===== src/rtl/bin_to_bcd_pipe.sv =====
// rtl/bin_to_bcd_pipe.sv - sequential binary to packed BCD converter with valid/ready handshakes.
// Define BCD_SIGNED_EN to treat bin_in as two's complement and report the sign on bcd_sign.
module bin_to_bcd_pipe #(
    parameter int BIN_W = 13,
    parameter int DIG_N = 4
) (
    input  logic                 sys_clk,
    input  logic                 sys_rst,
    input  logic                 in_valid,
    output logic                 in_ready,
    input  logic [BIN_W-1:0]     bin_in,
    output logic                 out_valid,
    input  logic                 out_ready,
    output logic [4*DIG_N-1:0]   bcd_out,
    output logic                 bcd_ovf,
    output logic                 bcd_sign
);

    localparam int BCD_W  = 4 * DIG_N;
    localparam int WORK_W = BCD_W + BIN_W;
    localparam int CNT_W  = $clog2(BIN_W + 1);

    function automatic logic [31:0] pow10(input int n);
        logic [31:0] v;
        v = 32'd1;
        for (int i = 0; i < n; i++) v = v * 32'd10;
        return v;
    endfunction

    localparam logic [31:0] MAX_VAL = pow10(DIG_N) - 32'd1;

    typedef enum logic [1:0] {IDLE, SHIFT, DONE} state_t;

    state_t              state_q, state_d;
    logic [WORK_W-1:0]   work_q, work_step;
    logic [CNT_W-1:0]    cnt_q;
    logic                ovf_q;
    logic [BIN_W-1:0]    mag;
    logic                last_step;
    logic                capture;

`ifdef BCD_SIGNED_EN
    // Negation at BIN_W bits maps the most negative input onto its exact magnitude.
    assign mag = bin_in[BIN_W-1] ? (~bin_in + BIN_W'(1)) : bin_in;
`else
    assign mag = bin_in;
`endif

    assign last_step = (cnt_q == CNT_W'(BIN_W - 1));
    assign capture   = (state_q == IDLE) && in_valid;

    always_comb begin
        logic [WORK_W-1:0] tmp;
        tmp = work_q;
        for (int d = 0; d < DIG_N; d++) begin
            if (tmp[BIN_W+4*d +: 4] > 4'd4)
                tmp[BIN_W+4*d +: 4] = tmp[BIN_W+4*d +: 4] + 4'd3;
        end
        work_step = {tmp[WORK_W-2:0], 1'b0};
    end

    always_ff @(posedge sys_clk or posedge sys_rst) begin
        if (sys_rst) state_q <= IDLE;
        else         state_q <= state_d;
    end

    always_comb begin
        state_d   = state_q;
        in_ready  = 1'b0;
        out_valid = 1'b0;
        case (state_q)
            IDLE: begin
                in_ready = 1'b1;
                if (in_valid) state_d = SHIFT;
            end
            SHIFT: begin
                if (last_step) state_d = DONE;
            end
            DONE: begin
                out_valid = 1'b1;
                if (out_ready) state_d = IDLE;
            end
            default: state_d = IDLE;
        endcase
    end

    always_ff @(posedge sys_clk or posedge sys_rst) begin
        if (sys_rst) begin
            work_q  <= '0;
            cnt_q   <= '0;
            ovf_q   <= 1'b0;
            bcd_out <= '0;
            bcd_ovf <= 1'b0;
        end else if (capture) begin
            work_q <= {{BCD_W{1'b0}}, mag};
            cnt_q  <= '0;
            ovf_q  <= (32'(mag) > MAX_VAL);
        end else if (state_q == SHIFT) begin
            work_q <= work_step;
            cnt_q  <= cnt_q + CNT_W'(1);
            if (last_step) begin
                bcd_out <= ovf_q ? {DIG_N{4'h9}} : work_step[WORK_W-1 -: BCD_W];
                bcd_ovf <= ovf_q;
            end
        end
    end

`ifdef BCD_SIGNED_EN
    logic sign_q;

    always_ff @(posedge sys_clk or posedge sys_rst) begin
        if (sys_rst) begin
            sign_q   <= 1'b0;
            bcd_sign <= 1'b0;
        end else if (capture) begin
            sign_q <= bin_in[BIN_W-1];
        end else if (state_q == SHIFT && last_step) begin
            bcd_sign <= sign_q;
        end
    end
`else
    assign bcd_sign = 1'b0;
`endif

endmodule

===== config.mk =====
export PLATFORM = sky130hd
export DESIGN_NAME = bin_to_bcd_pipe
export DESIGN_NICKNAME = d
export VERILOG_FILES = /design/src/rtl/bin_to_bcd_pipe.sv
export SDC_FILE = /design/constraint.sdc
export NUM_CORES = 1
export LEC_CHECK = 0
export ABC_AREA = 1
export CORE_MARGIN = 3
export CORE_UTILIZATION = 40
export CTS_BUF_LIST = sky130_fd_sc_hd__clkbuf_8
export DETAILED_ROUTE_END_ITERATION = 8
export GPL_TIMING_DRIVEN = 0
export PLACE_DENSITY_LB_ADDON = 0.3
export SLEW_MARGIN = 20
export SYNTH_ARGS = -nofsm -noshare
export SYNTH_HDL_FRONTEND = slang
export SYNTH_SLANG_ARGS = --single-unit

===== constraint.sdc =====
create_clock -name sys_clk -period 2.08 [get_ports sys_clk]
set_input_delay 0.416 -clock sys_clk [delete_from_list [all_inputs] [get_ports sys_clk]]
set_output_delay 0.416 -clock sys_clk [all_outputs]
set_load 0.02 [all_outputs]

# After elaboration in Yosys (flattened, before gate mapping)
# Index checks and enable logic that the tools add are counted.
[word_totals] reg_bits=51 latchBits=0 ram_bits=0 rom_bits=0 input_bits=17 out_inout_bits=20 wordCells=39 mem_count=0
[classes] add_sub_neg=5 multipliers=0 n_div=0 order_cmp=4 n_eq_ne=6 n_shift=0 n_mux=14 bitwise_logic=1 reduce_logical=5
[op_table] op="$mux 29" count=2
[op_table] op="$mux 4" count=5
[op_table] op="$gt 4x3->1 const B" count=4
[op_table] op="$add 4x2->4 const B" count=3
[op_table] op="$mux 2" count=3
[op_table] op="$ne 2x2->1 const B" count=3
[op_table] op="$pmux 2 s3" count=1
[op_table] op="$reduce_and 3->1" count=2
[op_table] op="$add 4x1->4 const B" count=1
[op_table] op="$eq 4x4->1 const B" count=1
[op_table] op="$add 3x2->3 const B" count=1
[op_table] op="$mux 3" count=1
[op_table] op="$eq 2x1->1 const B" count=1
[op_table] op="$eq 2x2->1 const B" count=1
[op_table] op="$logic_not 2->1" count=1
[op_table] op="$mux 1" count=2
[op_table] op="$reduce_bool 2->1" count=1
[op_table] op="$logic_and 1x1->1" count=1
[op_table] op="$not 1->1" count=1

# Longest topological paths before layout
[depth] depth_word=4 mapped_depth=9 mapped_depth_nobuf=9

# Worst setup path before layout
# No wires, ideal clock.
[synth_timing] path_kind="register to register" startpoint="register cnt_q[0]" endpoint="register bcd_out[3]" setup_ps=118 arrival_ps=1221 path_slack_ps=741 stages_incl_launch_ff=9 path_cell_list="dfrtp_1 -> inv_1 -> ha_1 -> nand3_1 -> nor2_4 -> inv_2 -> buf_6 -> nand2_1 -> nand2_1"
[synth_between] elab_chain_cells=2
[synth_rtl] item="start, declared" line="36" rtl="logic [CNT_W-1:0] cnt_q;"
[synth_rtl] item="start signal, assigned" line="100" rtl="cnt_q <= cnt_q + CNT_W'(1);"
[synth_rtl] item="$eq 4x4->1" line="49" rtl="assign last_step = (cnt_q == CNT_W'(BIN_W - 1));"
[synth_rtl] item="$reduce_and 3->1 (no line)"
[synth_rtl] item="end signal, assigned" line="102" rtl="bcd_out <= ovf_q ? {DIG_N{4'h9}} : work_step[WORK_W-1 -: BCD_W];"
[synth_rtl] item="end, declared" line="14" rtl="output logic [4*DIG_N-1:0] bcd_out,"
# No other way between the ends.
# A chain may end at the register's enable or synchronous reset.

# Final worst setup path
[layout_timing] startpoint="register state_q[0]" endpoint="output port in_ready"
[layout_between] elab_chain_cells=2
[layout_rtl] item="start, declared" line="34" rtl="state_t state_q, state_d;"
[layout_rtl] item="start signal, assigned" line="64" rtl="else state_q <= state_d;"
[layout_rtl] item="$logic_not 2->1" line="71" rtl="case (state_q)"
[layout_rtl] item="$mux 1" line="71"
[layout_rtl] item="end, declared" line="10" rtl="output logic in_ready,"
# No other way between the ends.

==> impl_metrics.env <==
export IMPL_synth_seq_cells=51
export IMPL_drive_gt1_share_pct=6.053
export IMPL_peakVddDrop_v=0.0008114
export IMPL_timing_fmax_ghz=0.5267
export IMPL_wirelength_microns=5185
export IMPL_clkLatencyLatePin_ns=0.30
export IMPL_firstDrtPassIters=6
export IMPL_clockRootBuffer="clkbuf_8"
export IMPL_report_final_slew_viol_count=0
export IMPL_dp_hpwl_microns=3807
export IMPL_cts_hold_buf=0
export IMPL_finalClockSkew_ns=0.006882
export IMPL_num_io_pins=37
export IMPL_seqPwrFrac_pct=38.2
export IMPL_antenna_found_initial=0
export IMPL_hold_path_class="primary input to async pin"
export IMPL_tightest_slew_ns=0.5176
export IMPL_ant_nets=0
export IMPL_clkPwrFrac_pct=12.1
export IMPL_yosys_cell_types_count=20
export IMPL_grt_max_degree=29
export IMPL_final_area_sq_mm=0.003095
export IMPL_synthCells=336
export IMPL_cts_resized=0
export IMPL_max_cap_violations=0
export IMPL_comb_power_share_pct=49.8
export IMPL_p_switching_mw=1.954
export IMPL_die_w_microns=85.94
export IMPL_drc=0
export IMPL_tns_ns=0
export IMPL_antennaDiodeCount=0
export IMPL_die_h_microns=85.94
export IMPL_grt_usage_pct=16.04
export IMPL_gr_total_overflow=0
export IMPL_rsz0062_at_grt="no"
export IMPL_syn2layout_area_growth_pct=21.10
export IMPL_cp_start_kind="flip-flop"
export IMPL_required_ns=1.66
export IMPL_syn_cell_area_sq_mm=0.002556
export IMPL_p_int_mw=2.525
export IMPL_avgSynthCellArea_sq_um=7.608
export IMPL_total_leakage_power_nw=1.673
export IMPL_relSlewSlack_pct=65.44
export IMPL_h_tree_depth=2
export IMPL_final_cell_mix="nand2_1 (163), dfrtp_1 (51), nand3_1 (47), clkdlybuf4s50_1 (34), inv_1 (31)"
export IMPL_clk_pin_slew_ns=0.09
export IMPL_path_max_fanout=5
export IMPL_cts_buffers=5
export IMPL_finalSetupViolCount=0
export IMPL_nNetsFinal=406
export IMPL_finalCriticalPeriod_ns=1.898
export IMPL_regArea_sq_mm=0.001276
export IMPL_grt_first_pass_wirelength_microns=9563
export IMPL_nFillCells=626
export IMPL_core_area_sq_mm=0.006061
export IMPL_status="finished clean"
export IMPL_initial_core_util_pct=42.18
export IMPL_p_per_area_mw_per_mm2=1447
export IMPL_viasPerCell=4.697
export IMPL_finalCritPeriodShare_pct=91.27
export IMPL_synthDominantAreaCellType="dfrtp_1"
export IMPL_die_area_sq_mm=0.007386
export IMPL_ctsLongestPathBuffers=2
export IMPL_num_vias=2137
export IMPL_swShare_pct=43.62
export IMPL_final_common_cell="nand2_1"
export IMPL_crit_type="flip-flop to output port"
export IMPL_core_rowCount=28
export IMPL_cts_setup_buffers=0
export IMPL_worstSetupEndpointType="output port"
export IMPL_multiInputGateArea_sq_mm=0.001082
export IMPL_yosys_top_cells_area="dfrtp_1 (50%), nand2_1 (24%), nand3_1 (9.2%), ha_1 (4.9%), inv_1 (4.4%)"
export IMPL_yosys_warnings=0
export IMPL_gp_congestion=0.8387
export IMPL_grt_pass1_vias=2164
export IMPL_cts_tree="built"
export IMPL_finalPower_mw=4.479
export IMPL_yosysSeqAreaShare_pct=49.93
export IMPL_wire_per_inst_microns=11.40
export IMPL_drt_iter0_drc=93
export IMPL_synth_top_area_share_pct=49.93
export IMPL_port_buffers=34
export IMPL_cts_sinks=51
export IMPL_placed_area_sq_mm=0.003014
export IMPL_arrival_ns=1.48
export IMPL_finalHoldViolations=0
[critical path: stages, from the launching register on]
cell and delay (ns):
dfrtp_1 0.43, nor2_1 0.14, clkdlybuf4s50_1 0.62
[metrics by stage]
step	hold WS (ns)	setup slack, ns	cells	utilization (%)
floorplan	0.4489	0.4345	337	-
global placement	0.4602	-0.5976	446	49.40
detailed placement	0.4653	0.3291	447	49.73
CTS	0.4882	0.1624	455	51.07
global route	0.4950	0.07922	455	51.07
finish	0.4679	0.1815	455	51.07
[worst paths after layout]
check	from	slack (ns)	cells past startpoint	to
worst min register to register	bcd_out[0]$_DFFE_PP0P_	0.48	2	bcd_out[0]$_DFFE_PP0P_
worst max register to register	cnt_q[0]$_DFFE_PP0P_	0.50	8	bcd_out[1]$_DFFE_PP0P_
worst min-delay path	sys_rst	0.47	2	work_q[7]$_DFFE_PP0P_
min in group sys_clk	bcd_out[0]$_DFFE_PP0P_	0.48	2	bcd_out[0]$_DFFE_PP0P_
worst max-delay path	state_q[0]$_DFFE_PP0P_	0.18	2	in_ready
max in group asynchronous	sys_rst	1.08	3	work_q[16]$_DFFE_PP0P_
[cells in the mapped netlist]
library cell  instances
nand2_1             163
dfrtp_1              51
nand3_1              47
inv_1                30
ha_1                 10
nor2_1                6
buf_2                 5
nand4_1               4
o21ai_0               4
buf_4                 3
inv_2                 3
buf_6                 2
a21oi_1               1
clkbuf_1              1
clkinv_1              1
conb_1                1
nand2_2               1
nor2_4                1
o21ai_1               1
o31ai_1               1
[area by class of cell]
cell class | instances | area share, %
inverters | 34 | 4.123
flip-flops and latches | 51 | 41.23
repair buffers | 35 | 11.64
clock buffers | 5 | 2.223
plain buffers | 11 | 2.385
well taps | 75 | 3.032
clock inverters | 3 | 0.4042
multi-input cells | 241 | 34.96
[power by group through the flow]
stage               Combinational [mW]  Sequential (mW)  Clock [mW]
floorplan                         1.44             1.83           0
global placement                  2.17             1.71           0
detailed placement                2.25             1.73           0
CTS                               2.26             1.71       0.558
global route                      2.61             1.78       0.607
finish                            2.23             1.71       0.540
[registers in the layout, indices dropped and copies added, names as in the netlist]
signal / count
bcd_out: 16
cnt_q: 4
state_q: 2
work_q: 29
[per-layer routing]
layer  global-route usage [%]  up-vias  routed length [microns]
met5                        0        -                        0
met4                    3.597        0                       45
met3                    3.266        5                      198
met2                    27.33       46                     2404
met1                    21.00      963                     2537
li1                         -     1123                        -
[logic make-up after synthesis]
kind of cell / after synthesis / synth area share [%]
compound gates: 7 / 1.468
fa+ha+maj: 10 / 4.895
buf+inv: 45 / 7.880
flops: 51 / 49.93
other cells: 1 / 0.1467
simple gates: 222 / 35.68
Note: power is estimated with default switching activity, not from simulation.
==> RTL change 1, RTL diff (same flow settings) <==
Build with the macro `BCD_SIGNED_EN` defined.
--- a/src/rtl/bin_to_bcd_pipe.sv
+++ b/src/rtl/bin_to_bcd_pipe.sv
@@ -2,2 +2,4 @@
 // Define BCD_SIGNED_EN to treat bin_in as two's complement and report the sign on bcd_sign.
+`define BCD_SIGNED_EN
+
 module bin_to_bcd_pipe #(
Formal check against the unedited RTL: no difference found for any inputs over 10 cycles, from zero or initial values and one cycle with sys_rst high; that may be too few to reach the edited logic, so the function may still have changed.
==> RTL change 1 against the original RTL <==
  * Via count grew 5.5%
  * Area after synthesis increased by 8.0%
  * Worst setup slack got worse by 64 ps
  * Synthesized cell count did not move
  * Total power increased by 12%
  * Wire length is 9.8% higher
  * Fmax decreased by 3.3%
  * Final cell count stayed put
  * Sequential cell count rose by 2
  * Largest power group unchanged
  * Critical path type unchanged
  * Cell area increased by 7.7%
  * Largest cell class unchanged
==> RTL change 1: results (changes against the original RTL) <==
[grt]
grt_pass1_vias = 2229  ; was 2,164
grt_max_degree = 54  ; was 29
met1_usage_pct = 21.69  ; was 21.00%
grt_util_met3_pct = 2.857  ; was 3.266%
met2_usage_pct = 26.59  ; was 27.33%
grt_first_pass_wirelength_um = 10160  ; was 9563 µm
grtUsageTotal_pct = 16.09  ; was 16.04%

[critical_path]
crit_fanout = 4  ; was 5

[sta]
relSlewSlack_pct = 57.45  ; was 65.44%
finClkSkew_ps = 4.402  ; was 6.882 ps

[place]
place_inst = 447  ; unchanged
routabilityCongestion = 0.8761  ; was 0.8387
dp_hpwl_um = 4184  ; was 3807 µm
post-place-ws_ps = 99.46  ; was 329.1 ps
placed_area_mm2 = 0.003201  ; was 0.003014 mm²

[layout]
fillers = 642  ; was 626
drive_gt1_share_pct = 8.201  ; was 6.053%
final_net_count = 405  ; was 406

[detailed_routing]
highest_layer = met4  ; unchanged
drtIter0Drc = 89  ; was 93
routed_wirelength_um = 5691  ; was 5185 µm
firstDrtPassIters = 4  ; was 6
via_per_inst = 4.956  ; was 4.697
wl_met2_um = 2594  ; was 2404 µm
detail_route.wirelength.met1_um = 2797  ; was 2537 µm

[pwr]
leakage_nw = 1.636  ; was 1.673 nW
irDropWorstVdd_mv = 0.5164  ; was 0.8114 mV

[clocking]
htreeDepth = 2  ; unchanged
cts_buffer_depth = 2  ; unchanged

[worst_hold_path]
min_path_type = flip-flop to flip-flop  ; was input port to async pin

[logic_synthesis]
synthTopCellsByArea = dfrtp_1 48%, nand2_1 12%, inv_1 5.6%, ha_1 5.0%, o21ai_0 4.5%  ; was dfrtp_1 50%, nand2_1 24%, nand3_1 9.2%, ha_1 4.9%, inv_1 4.4%
synth.distinct_cells = 28  ; was 20
ys_seq_area_share_pct = 48.03  ; was 49.93%
synth_commonest_cells = 86 x nand2_1, 53 x dfrtp_1, 41 x inv_1  ; was 163 x nand2_1, 51 x dfrtp_1, 47 x nand3_1

[outcome]
outcome = finished clean  ; unchanged

-- RTL change 1: report_power, final --
group	internal, mW	switching, mW	total [mW]	leakage, nW
combinational	0.965	1.43	2.39	0.905
clock	0.478	0.348	0.826	0.0681
sequential	1.52	0.278	1.80	0.663
total	2.96	2.06	5.02	1.64
-- RTL change 1: path summary, 6_finish.rpt --
check                      cells past startpoint  slack (ps)                    from                      to
setup / recovery                               2         120  state_q[0]$_DFFE_PP0P_                in_ready
hold / removal                                 2         480  bcd_out[4]$_DFFE_PP0P_  bcd_out[4]$_DFFE_PP0P_
setup reg to reg                               8         460    cnt_q[0]$_DFFE_PP0P_  bcd_out[6]$_DFFE_PP0P_
hold reg to reg                                2         480  bcd_out[4]$_DFFE_PP0P_  bcd_out[4]$_DFFE_PP0P_
max in group asynchronous                      2        1110                 sys_rst  bcd_out[6]$_DFFE_PP0P_
min in group asynchronous                      2         540                 sys_rst    cnt_q[0]$_DFFE_PP0P_
-- RTL change 1: logic make-up after synthesis --
logic type               after synthesis  synth area share, %
AND/OR/NAND/NOR                      130                19.30
XOR/XNOR                               8                2.537
buffers and inverters                 58                9.062
other                                  1               0.1358
flip-flops                            53                48.03
adder cells (fa/ha/maj)               11                4.984
AO/OA/AOI/OAI                         75                15.95
-- RTL change 1: cell type report --
class	count	area, µm²	area share, %
Buffer	12	77.57	2.326
Multi-Input combinational cell	225	1185	35.53
Clock inverter	3	65.06	1.951
Inverter	46	175.2	5.253
Tap cell	77	96.34	2.889
Sequential cell	53	1326	39.77
Clock buffer	5	68.82	2.064
Timing Repair Buffer	34	340.3	10.21
-- RTL change 1: worst max-delay path, cell delays in order (launching register included) --
cell	delay, ps
dfrtp_1	440
nor2_2	170
clkdlybuf4s50_1	630
==> RTL change 2, RTL diff (same settings) <==
Made on the original files. Encoding of `state_t`: now one-hot (3 bits for 3 states).
--- a/src/rtl/bin_to_bcd_pipe.sv
+++ b/src/rtl/bin_to_bcd_pipe.sv
@@ -31,3 +31,3 @@
 
-    typedef enum logic [1:0] {IDLE, SHIFT, DONE} state_t;
+    typedef enum logic [2:0] {IDLE = 3'b001, SHIFT = 3'b010, DONE = 3'b100} state_t;
 
Function: same outputs for any inputs over 10 cycles, from zero or initial values and one cycle with sys_rst high; not proved beyond that.
==> RTL change 2 against the original RTL <==
  * Sequential cell count grew 1
  * Sequential share of layout area shrank 2.8 points
  * Clock power grew 13%
  * Worst setup slack lost 96 ps
  * Wire length grew 22%
  * Total power shrank 24%
  * Combinational power shrank 38%
  * Cell area grew 9.4%
  * Critical path depth grew 2
  * Via count grew 12%
  * Clock skew is essentially flat
  * Area after synthesis grew 10%
  * Core utilization grew 0.20 points
  * Largest cell class unchanged
==> RTL change 2: results (changes against the original RTL) <==
[detailed_routing]
route.met3.wl_um = 187  ; was 198 µm
firstDrtPassIters = 4  ; was 6
via_per_inst = 4.944  ; was 4.697
wl_met2_um = 3090  ; was 2404 µm
drtIter0Drc = 119  ; was 93
wire_per_inst_um = 13.05  ; was 11.40 µm
detail_route.wirelength.met1_um = 2977  ; was 2537 µm

[logic_synthesis]
ys_seq_area_share_pct = 46.16  ; was 49.93%
synthTopCellsByArea = dfrtp_1 45%, nand3_1 16%, nand2_1 12%, ha_1 4.4%, inv_1 3.9%  ; was dfrtp_1 50%, nand2_1 24%, nand3_1 9.2%, ha_1 4.9%, inv_1 4.4%
async_flop_share_pct = 100.0  ; unchanged
syn_avg_cell_area_um2 = 8.154  ; was 7.608 µm²
synth.distinct_cells = 30  ; was 20

[outcome]
outcome = finished clean  ; unchanged

[critical_path]
setup.worst_path.end = out_valid  ; was in_ready
crit_start = state_q[1]$_DFFE_PP0P_  ; was state_q[0]$_DFFE_PP0P_
r2r_setup_slack_ps = 400  ; was 500 ps
r2r_cells = 6  ; was 8
crit_fanout = 10  ; was 5
cpPeakStageDelay_ps = 380  ; was 620 ps
r2r-end = bcd_out[6]$_DFFE_PP0P_  ; was bcd_out[1]$_DFFE_PP0P_
cp.arrival_ps = 1580  ; was 1480 ps
rr_startpoint = cnt_q[0]$_DFFE_PP0P_  ; unchanged
cpMaxStageDelayCell = dfrtp_1  ; was clkdlybuf4s50_1
worst-setup-path-type = flip-flop to output pin  ; unchanged

[pwr]
irDropWorstVdd_mv = 0.5033  ; was 0.8114 mV
leakage_nw = 1.754  ; was 1.673 nW

[sta]
finClkSkew_ps = 7.277  ; was 6.882 ps
relSlewSlack_pct = 56.75  ; was 65.44%

[grt]
grt_pass1_vias = 2328  ; was 2,164
grt_max_degree = 53  ; was 29
grt_first_pass_wirelength_um = 10880  ; was 9563 µm

[worst_hold_path]
min_path_type = flip-flop to flip-flop  ; was input port to async pin

[place]
routabilityCongestion = 0.8371  ; was 0.8387
placed_area_mm2 = 0.003284  ; was 0.003014 mm²
dp_hpwl_um = 4510  ; was 3807 µm
place_inst = 474  ; was 447

[layout]
fillers = 652  ; was 626
fin_cells = 483  ; was 455
final_net_count = 416  ; was 406
drive_gt1_share_pct = 11.54  ; was 6.053%

RTL change 2: cell types whose count changed in the layout (fill, tap and decap cells not counted), moves of 3 or more:
| cell | before | now |
|---|---|---|
| nand3_1 | 47 | 92 |
| nand4_1 | 4 | 1 |
| o21ai_0 | 4 | 19 |
| buf_6 | 2 | 7 |
| o21ai_2 | 0 | 9 |
| nand2_1 | 163 | 93 |
| inv_2 | 4 | 1 |
RTL change 2: per-stage QoR:
stage | setup WS [ps] | hold WS [ps] | setup TNS, ps
floorplan | 407.8 | 466.0 | 0
global placement | -671.5 | 476.4 | -34380
detailed placement | -29.53 | 493.7 | -29.53
CTS | -31.62 | 515.3 | -31.62
global route | 5.760 | 524.8 | 0
finish | 85.82 | 514.2 | 0
RTL change 2: cells by family (layout without fill, tap and decap cells):
kind of cell	Yosys count	in the layout	synth area share (%)
simple gates	203	203	33.44
flops	52	52	46.16
buf+inv	48	91	8.602
compound gates	31	31	6.918
fa+ha+maj	10	10	4.435
other cells	1	2	0.1329
xor+xnor	1	1	0.3105
RTL change 2: area by class of cell:
type,instances,area (µm²),share of cell area [%]
Clock inverter,2,11.26,0.3326
Tap cell,93,116.4,3.437
Clock buffer,6,82.58,2.439
Buffer,18,135.1,3.991
Multi-Input combinational cell,247,1280,37.80
Sequential cell,52,1303,38.47
Timing Repair Buffer,35,342.8,10.13
Inverter,30,115.1,3.400
RTL change 2: worst register-to-register path: stages (launching register included):
cell,delay [ps]
dfrtp_1,450
inv_1,80
ha_1,160
nand3_2,250
clkbuf_1,310
o21ai_0,230
nand2_1,80
RTL change 2: power breakdown:
part	internal [mW]	total (mW)	switching (mW)
clock	0.267	0.612	0.346
sequential	1.24	1.40	0.160
combinational	0.507	1.38	0.875
total	2.01	3.39	1.38
RTL change 2: timing repair:
action / CTS / global route
setup buffers: 0 / 1
gates resized for setup: 5 / 3
setup endpoints to repair: 2 / 2
pin swaps: 0 / 1
hold buffers: 0 / 0
cloned: 0 / 0
RTL change 2: metal layers:
metal  global-route usage (%)  up-vias
met3                    2.755        4
met1                    21.55     1125
met5                        0        -
met2                    27.19       37
met4                    4.719        0
li1                         -     1222
RTL change 2: worst min path at each step:
stage	start	end	slack (ps)	cells past startpoint
6_report	bcd_out[15]$_DFFE_PP0P_	bcd_out[15]$_DFFE_PP0P_	510	2
3_5_place_dp	work_q[0]$_DFFE_PP0P_	work_q[1]$_DFFE_PP0P_	490	2
5_1_grt	work_q[0]$_DFFE_PP0P_	work_q[1]$_DFFE_PP0P_	520	2
2_1_floorplan	work_q[0]$_DFFE_PP0P_	work_q[1]$_DFFE_PP0P_	470	2
4_1_cts	work_q[0]$_DFFE_PP0P_	work_q[1]$_DFFE_PP0P_	520	2
3_3_place_gp	work_q[0]$_DFFE_PP0P_	work_q[1]$_DFFE_PP0P_	480	2
